`src/rtl/ram_pkg.sv`:
```
// Shared types and default geometry for the single-port synchronous RAM.
// The controller is either clearing memory after reset or serving accesses.
package ram_pkg;

  typedef enum logic {
    CLEAR = 1'b0,
    READY = 1'b1
  } ram_state_e;

  localparam int RAM_ADDR_WIDTH   = 8;
  localparam int RAM_DATA_WIDTH   = 16;
  localparam int RAM_READ_LATENCY = 1;

endpackage

```
`src/rtl/ram_rd_pipe.sv`:
```
// Read-latency pipeline: carries a valid bit LATENCY deep and the read word behind it.
// Stage 0 data is the RAM output register that lives in the top level.
module ram_rd_pipe
  import ram_pkg::*;
#(
  parameter int DATA_WIDTH = RAM_DATA_WIDTH,
  parameter int LATENCY    = RAM_READ_LATENCY
) (
  input  logic                  clk,
  input  logic                  rst,
  input  logic                  rd_en,
  input  logic [DATA_WIDTH-1:0] rd_data,
  output logic [DATA_WIDTH-1:0] dout,
  output logic                  dout_valid
);

  logic [LATENCY-1:0] valid_q;
  logic [LATENCY-1:0] valid_d;

  always_comb begin
    valid_d    = '0;
    valid_d[0] = rd_en;
    for (int i = 1; i < LATENCY; i++) begin
      valid_d[i] = valid_q[i-1];
    end
  end

  always_ff @(posedge clk) begin
    if (rst) begin
      valid_q <= '0;
    end else begin
      valid_q <= valid_d;
    end
  end

  assign dout_valid = valid_q[LATENCY-1];

  generate
    if (LATENCY == 1) begin : g_direct
      assign dout = rd_data;
    end else begin : g_staged
      logic [DATA_WIDTH-1:0] data_q [LATENCY-1];
      logic [DATA_WIDTH-1:0] data_d [LATENCY-1];

      // A stage only loads when a valid word arrives, so dout holds between reads.
      always_comb begin
        data_d[0] = valid_q[0] ? rd_data : data_q[0];
        for (int i = 1; i < LATENCY - 1; i++) begin
          data_d[i] = valid_q[i] ? data_q[i-1] : data_q[i];
        end
      end

      always_ff @(posedge clk) begin
        if (rst) begin
          for (int i = 0; i < LATENCY - 1; i++) begin
            data_q[i] <= '0;
          end
        end else begin
          data_q <= data_d;
        end
      end

      assign dout = data_q[LATENCY-2];
    end
  endgenerate

endmodule

```
`src/rtl/single_port_ram_sync.sv`:
```
// Single-port synchronous RAM with byte enables, configurable read latency,
// and a hardware clear of every word after reset.
module single_port_ram_sync
  import ram_pkg::*;
#(
  parameter int ADDR_WIDTH   = RAM_ADDR_WIDTH,
  parameter int DATA_WIDTH   = RAM_DATA_WIDTH,
  parameter int READ_LATENCY = RAM_READ_LATENCY
) (
  input  logic                    clk,
  input  logic                    rst,
  input  logic                    cs,
  input  logic                    we,
  input  logic [DATA_WIDTH/8-1:0] be,
  input  logic [ADDR_WIDTH-1:0]   addr,
  input  logic [DATA_WIDTH-1:0]   din,
  output logic [DATA_WIDTH-1:0]   dout,
  output logic                    dout_valid,
  output logic                    busy
);

  localparam int NUM_BYTES = DATA_WIDTH / 8;
  localparam int DEPTH     = 2 ** ADDR_WIDTH;

  ram_state_e            state_q;
  ram_state_e            state_d;
  logic [ADDR_WIDTH-1:0] clr_addr_q;
  logic [ADDR_WIDTH-1:0] clr_addr_d;
  logic                  busy_q;
  logic                  busy_d;
  logic [DATA_WIDTH-1:0] rd_data_q;
  logic [DATA_WIDTH-1:0] rd_data_d;

  logic                  wr_en;
  logic                  rd_en;
  logic [ADDR_WIDTH-1:0] wr_addr;
  logic [DATA_WIDTH-1:0] wr_data;
  logic [NUM_BYTES-1:0]  wr_be;

  logic [DATA_WIDTH-1:0] mem [DEPTH];

  always_comb begin
    state_d    = state_q;
    clr_addr_d = clr_addr_q;
    busy_d     = busy_q;
    case (state_q)
      CLEAR: begin
        clr_addr_d = clr_addr_q + ADDR_WIDTH'(1);
        if (&clr_addr_q) begin
          state_d    = READY;
          busy_d     = 1'b0;
          clr_addr_d = '0;
        end
      end
      READY: begin
        busy_d = 1'b0;
      end
      default: begin
        state_d = CLEAR;
      end
    endcase
  end

  always_ff @(posedge clk) begin
    if (rst) begin
      state_q    <= CLEAR;
      clr_addr_q <= '0;
      busy_q     <= 1'b1;
    end else begin
      state_q    <= state_d;
      clr_addr_q <= clr_addr_d;
      busy_q     <= busy_d;
    end
  end

  // The clear sweep owns the single write port; user accesses are ignored until it ends.
  always_comb begin
    wr_en   = 1'b0;
    rd_en   = 1'b0;
    wr_addr = addr;
    wr_data = din;
    wr_be   = be;
    if (!rst) begin
      if (state_q == CLEAR) begin
        wr_en   = 1'b1;
        wr_addr = clr_addr_q;
        wr_data = '0;
        wr_be   = '1;
      end else if (cs) begin
        wr_en = we;
        rd_en = !we;
      end
    end
  end

  always_ff @(posedge clk) begin
    if (wr_en) begin
      for (int i = 0; i < NUM_BYTES; i++) begin
        if (wr_be[i]) begin
          mem[wr_addr][8*i +: 8] <= wr_data[8*i +: 8];
        end
      end
    end
  end

  always_comb begin
    rd_data_d = rd_en ? mem[addr] : rd_data_q;
  end

  always_ff @(posedge clk) begin
    if (rst) begin
      rd_data_q <= '0;
    end else begin
      rd_data_q <= rd_data_d;
    end
  end

  ram_rd_pipe #(
    .DATA_WIDTH (DATA_WIDTH),
    .LATENCY    (READ_LATENCY)
  ) u_rd_pipe (
    .clk        (clk),
    .rst        (rst),
    .rd_en      (rd_en),
    .rd_data    (rd_data_q),
    .dout       (dout),
    .dout_valid (dout_valid)
  );

  assign busy = busy_q;

endmodule

```
`config.mk`:
```
export PLATFORM = sky130hd
export DESIGN_NAME = single_port_ram_sync
export DESIGN_NICKNAME = d
export VERILOG_FILES = /design/src/rtl/ram_pkg.sv /design/src/rtl/ram_rd_pipe.sv /design/src/rtl/single_port_ram_sync.sv
export SDC_FILE = /design/constraint.sdc
export NUM_CORES = 2
export LEC_CHECK = 0
export CAP_MARGIN = 20
export CORE_UTILIZATION = 45
export CTS_BUF_LIST = sky130_fd_sc_hd__clkbuf_4
export DETAILED_ROUTE_END_ITERATION = 10
export SYNTH_ARGS = -nofsm -noshare
export SYNTH_HDL_FRONTEND = slang
export SYNTH_SLANG_ARGS = --single-unit
```
`constraint.sdc`:
```
create_clock -name clk -period 10 [get_ports clk]
set_clock_uncertainty 0.05 [all_clocks]
set_input_delay 1.5 -clock clk [delete_from_list [all_inputs] [get_ports clk]]
set_output_delay 1.5 -clock clk [all_outputs]
set_load 0.05 [all_outputs]
```
Word-level counts from Yosys, hierarchy flattened
Memories as Yosys holds them, arrays and structs flattened. A register that Yosys moved wholly into a read port is not among the register bits.
Cells that the tools add are included.
{"block": "totals", "register_bits": 11, "ram_bits": 4096, "input_bits": 30, "out_inout_bits": 18, "wordCells": 33, "mem_count": 1}
{"block": "classes", "n_addsub": 1, "eq_ne": 1, "n_mux": 23, "n_bitwise": 1, "reduce_logical": 2}
{"memory": "mem", "depth": 256, "word_bits": 16, "read_ports": 1, "rd_ports_with_merged_regs": 1, "wr": 1, "line": "single_port_ram_sync.sv:40", "rtl": "logic [DATA_WIDTH-1:0] mem [DEPTH];"}
{"cell": "$mux 16", "n": 2}
{"cell": "$mux 8", "n": 3}
{"cell": "$mux 1", "n": 15}
{"cell": "$add 8x1->8 const B", "n": 1}
{"cell": "$reduce_and 8->1", "n": 1}
{"cell": "$mux 2", "n": 2}
{"cell": "$ne 2x2->1 const B", "n": 1}
{"cell": "$pmux 1 s2", "n": 1}
{"cell": "$logic_not 1->1", "n": 1}
{"cell": "$not 1->1", "n": 1}

Longest topological paths before layout
{"block": "logic_depth", "ltp_word": 5, "depth_mapped": 13, "ltp_nobuf": 7}

Cells and area by module
Synthesis repeated with hierarchy kept, for this count alone.
{"block": "unflattened", "hier_cells": 7961, "area_unflattened_um2": 161003.2}
{"module": "single_port_ram_sync", "instances": 1, "cells_per_inst": 7943, "area_each_um2": 160849.3, "seq_area_each_um2": 123518.5}
{"module": "ram_rd_pipe", "instances": 1, "cells_per_inst": 18, "area_each_um2": 153.9, "seq_area_each_um2": 20.0}

Least setup slack after synthesis
Ideal clock, no wire load.
{"block": "synth_path", "kind": "input to register", "start": "input rst", "end": "memory mem[0][10] (netlist name) (data pin)", "setup_time_ns": 0.870, "arrival_ns": 5.495, "required_time_ns": 9.080, "slack_ns": 3.585, "stages": 5, "path_buffers": 3, "cell_sequence": "or2_2 > clkbuf_1 > clkbuf_1 > clkbuf_1 > and2_1"}
{"block": "synth_via", "elab_chain_cells": 1}
{"element": "start: declaration", "line": "single_port_ram_sync.sv:11", "rtl": "input logic rst,"}
{"element": "$mux 16", "line": "single_port_ram_sync.sv:83", "rtl": "if (!rst) begin"}
{"element": "named net wr_data[10]", "line": "single_port_ram_sync.sv:37", "rtl": "logic [DATA_WIDTH-1:0] wr_data;"}
{"element": "end: declaration", "line": "single_port_ram_sync.sv:40"}
The timed path passes the listed nets, and every way through them passes these cells.

Final worst setup path
{"block": "layout_path", "start": "input rst", "end": "memory mem[36][11] (netlist name) (enable)"}
{"block": "layout_via", "elab_chain_cells": 4, "word_cells_on_any_way": 6, "classes_between": "6 x mux"}
{"element": "$mux 2", "line": "single_port_ram_sync.sv:83"}
{"element": "$mux 1", "line": "single_port_ram_sync.sv:99", "rtl": "if (wr_be[i]) begin"}
{"element": "$mux 1", "line": "single_port_ram_sync.sv:97", "rtl": "if (wr_en) begin"}
{"element": "$mux 1 (not written as such)", "line": "single_port_ram_sync.sv:100", "rtl": "mem[wr_addr][8*i +: 8] <= wr_data[8*i +: 8];"}
Parallel ways exist; a longest one is shown, timed or not.

==> out/metrics.csv <==
stage,metric,value,unit
outcome,status,"finished, violations left",
outcome,failing checks,design-rule violations,
yosys,"Distinct cells, synth",76,
clocking,Clock transition at path regs,0.06,ns
global_routing,largest net degree at the start of global routing,233,
yosys,synth warn,0,
clocking,clock buffer count from CTS,1101,
clocking,cts hold-fix bufs,0,
yosys,syn nets,8035,
clocking,post_cts resized,0,
clocking,TritonCTS Sinks,4123,
placement,gpl congestion,0.868,
worst_hold_path,worst hold path type,reg -> reg,
floorplanning,# IOs,48,
setup_path,WP data required,11.12,ns
yosys,main combinational cell family by area after synthesis,multiplexers,
pwr,Lkg Pwr,58.3,nW
setup_path,Worst path max stage delay,0.90,ns
yosys,"Seq/Total Area, Yosys",0.767,
cells_and_area,layout cell share with drive strength beyond 1,0.272,
setup_path,crit-path leading delay family,simple AND/OR/NAND/NOR gates,
global_routing,number of global-route vias before repair,86800,
pwr,Worst VDD drop,0.000119,V
detailed_routing,drt total wl,462000,microns
sta,RSZ-0062 raised after global routing,false,
yosys,Synth top area share,0.764,
pwr,total power,34.7,mW
placement,IO buf count,47,
detailed_routing,initial DRC count,10900,
yosys,Synth Area in Simple Gates,0.0285,
setup_path,Critical Path Start Type,input pin,
yosys,mapped cell area,0.161,sq mm
sta,period utilisation layout,0.503,
setup_path,Stages on worst setup path,8,
global_routing,remaining global-route overflow,0,
global_routing,first-pass GRT wire length,646000,microns
setup_path,slowest cell on the critical path,nor2_1,
yosys,dominant cell type by area after synthesis,edfxtp_1,
detailed_routing,wire length per cell,32.3,microns
clocking,clk_lat worst skew,1.65,ns
global_routing,all-layer global routing usage,0.258,
placement,HPWL Detailed,272000,microns
sta,Slew @ Worst Pin,1.41,ns
setup_path,crit path cell chain,clkdlybuf4s50_1 -> or2_2 -> buf_4 -> nor3b_1 -> a31o_2 -> and2_1 -> nand2_1 -> nor2_1,
setup_path,critical path type,in -> reg,
floorplanning,Starting Density,0.452,
global_routing,initial antenna violation count,27,
clocking,# H-tree levels,7,
sta,Final Hold Fails,0,
clocking,CTS tree,built,
detailed_routing,total number of vias,86400,
clocking,Clock Path Buffers,5,
yosys,Synth Area in XOR/XNOR,0.000109,
sta,slew margin rel.,0.0613,
yosys,Synth Area in Adders,0.0000777,
run,Max Cap Viol,0,
setup_path,Buf/Inv on CP,2,
yosys,post-synthesis compound-gate area fraction,0.0371,
yosys,Gate Count Post-Synth,8004,
floorplanning,Rows,219,
sta,sum of negative setup slack,0,ns
yosys,"EDFF count, synth",4096,
detailed_routing,DRT Pass-1 Iters,9,
yosys,Synth async-reset ratio,0,
yosys,Main synth FF type,edfxtp_1,
yosys,syn avg cell area,20.1,sq um
yosys,mux cell area share after synthesis,0.145,
detailed_routing,DRC violations left,3,
clocking,clock root buffer,clkbuf_4,
sta,Period minus WS final,5.03,ns
detailed_routing,DRT antenna net count,0,
setup_path,worst-case reg-to-reg path depth,8,
setup_path,WP data arrival,6.16,ns
floorplanning,die area,0.360,sq mm
yosys,register bit count reported by yosys,4123,
clocking,Post-CTS Setup Bufs,0,
sta,final number of max-transition violations,0,
floorplanning,Core ar.,0.356,sq mm
floorplanning,die width,600,microns
pwr,pwr/cell area,194,mW/mm^2
yosys,top cells by area in the synthesized netlist,"edfxtp_1, mux4_2, mux2i_1",
sta,final setup vio count,0,
detailed_routing,mean number of vias per cell,6.05,
setup_path,worst-path maximum fanout,19,
floorplanning,die height,600,microns
sta,f_max,199,MHz
cells_and_area,nets,8874,
setup_path,Crit. End Element,flop,
cells_and_area,Synth-to-Final Area Change,11.2,%
worst_hold_path,hold path cells,1,
cells in the final DEF (no fill, tap or decap), drive strengths merged, types with 27 or more instances in the layout:
master / count
a21oi: 138
a22oi: 52
o221ai: 132
dfxtp: 27
o22ai: 213
a221oi: 44
nand3: 42
edfxtp: 4096
a211oi: 66
mux4: 716
inv: 36
clkinv: 211
nor3: 35
o21ai: 102
a2111oi: 47
clkdlybuf4s50: 42
diode: 29
mux2i: 676
mux2: 36
clkbuf: 1531
buf: 197
nand2: 235
nor2: 593
and2: 35
final timing paths:
| kind | slack (ns) | startpoint | endpoint |
|---|---|---|---|
| max reg2reg | 5.40 | state_q | mem[36][11] |
| min | 0.42 | busy | busy |
| min reg2reg | 0.42 | busy | busy |
| max | 4.97 | rst | mem[36][11] |
Yosys cell counts (52+ instances only):
cell,number
nor2_1,592
buf_6,70
mux2i_1,676
clkbuf_1,182
a22oi_1,52
o21ai_0,100
mux4_2,690
a21oi_1,138
o22ai_1,213
edfxtp_1,4096
o221ai_1,129
a211oi_1,66
buf_2,112
nand2_1,235
buf_4,77
power breakdown:
part | internal [mW] | switching [mW]
Combinational | 0.522 | 1.27
Sequential | 19.0 | 0.00681
Clock | 7.26 | 6.63
Total | 26.8 | 7.91
area by class of cell:
cell class	instances	area, sq um
Clock buffer	1528	11500
Inverter	12	55.1
Multi-Input combinational cell	3362	34300
Timing Repair Buffer	243	2410
Sequential cell	4123	124000
Fill cell	28700	177000
Clock inverter	245	1220
Antenna cell	29	72.6
Tap cell	4751	5940
layer usage:
layer / share of wire / up-vias / GRT usage
li1: - / 35400 / -
met1: 0.39 / 45100 / 0.350
met2: 0.47 / 5201 / 0.390
met3: 0.11 / 694 / 0.0728
met4: 0.034 / 6 / 0.110
met5: 0.000063 / - / 0
metrics by stage:
stage,hold slack (ns),utilization,std cells,worst slack [ns],cell area [sq um]
2_1_floorplan,0.450,-,8004,3.58,161000
3_3_place_gp,0.412,0.466,12500,3.34,166000
3_5_place_dp,0.404,0.466,12500,3.58,166000
4_1_cts,0.423,0.502,14300,4.89,179000
5_1_grt,0.456,0.503,14300,5.02,179000
6_report,0.417,0.503,14300,4.97,179000
state kept, by name, summed over array words and instances (netlist names):
register / cells
busy: 1
u_rd_pipe.dout_valid: 1
mem: 4096
state_q: 1
clr_addr_q: 8
rd_data_q: 16
cells by family (layout without fill, tap and decap cells):
kind of cell	after synthesis	in the layout
xor+xnor	2	2
fa+ha+maj	1	1
simple gates	1067	1067
other cells	0	29
buf+inv	519	2028
flops	4123	4123
mux	1428	1428
compound gates	864	864
Note: power is estimated with default switching activity, not from simulation.
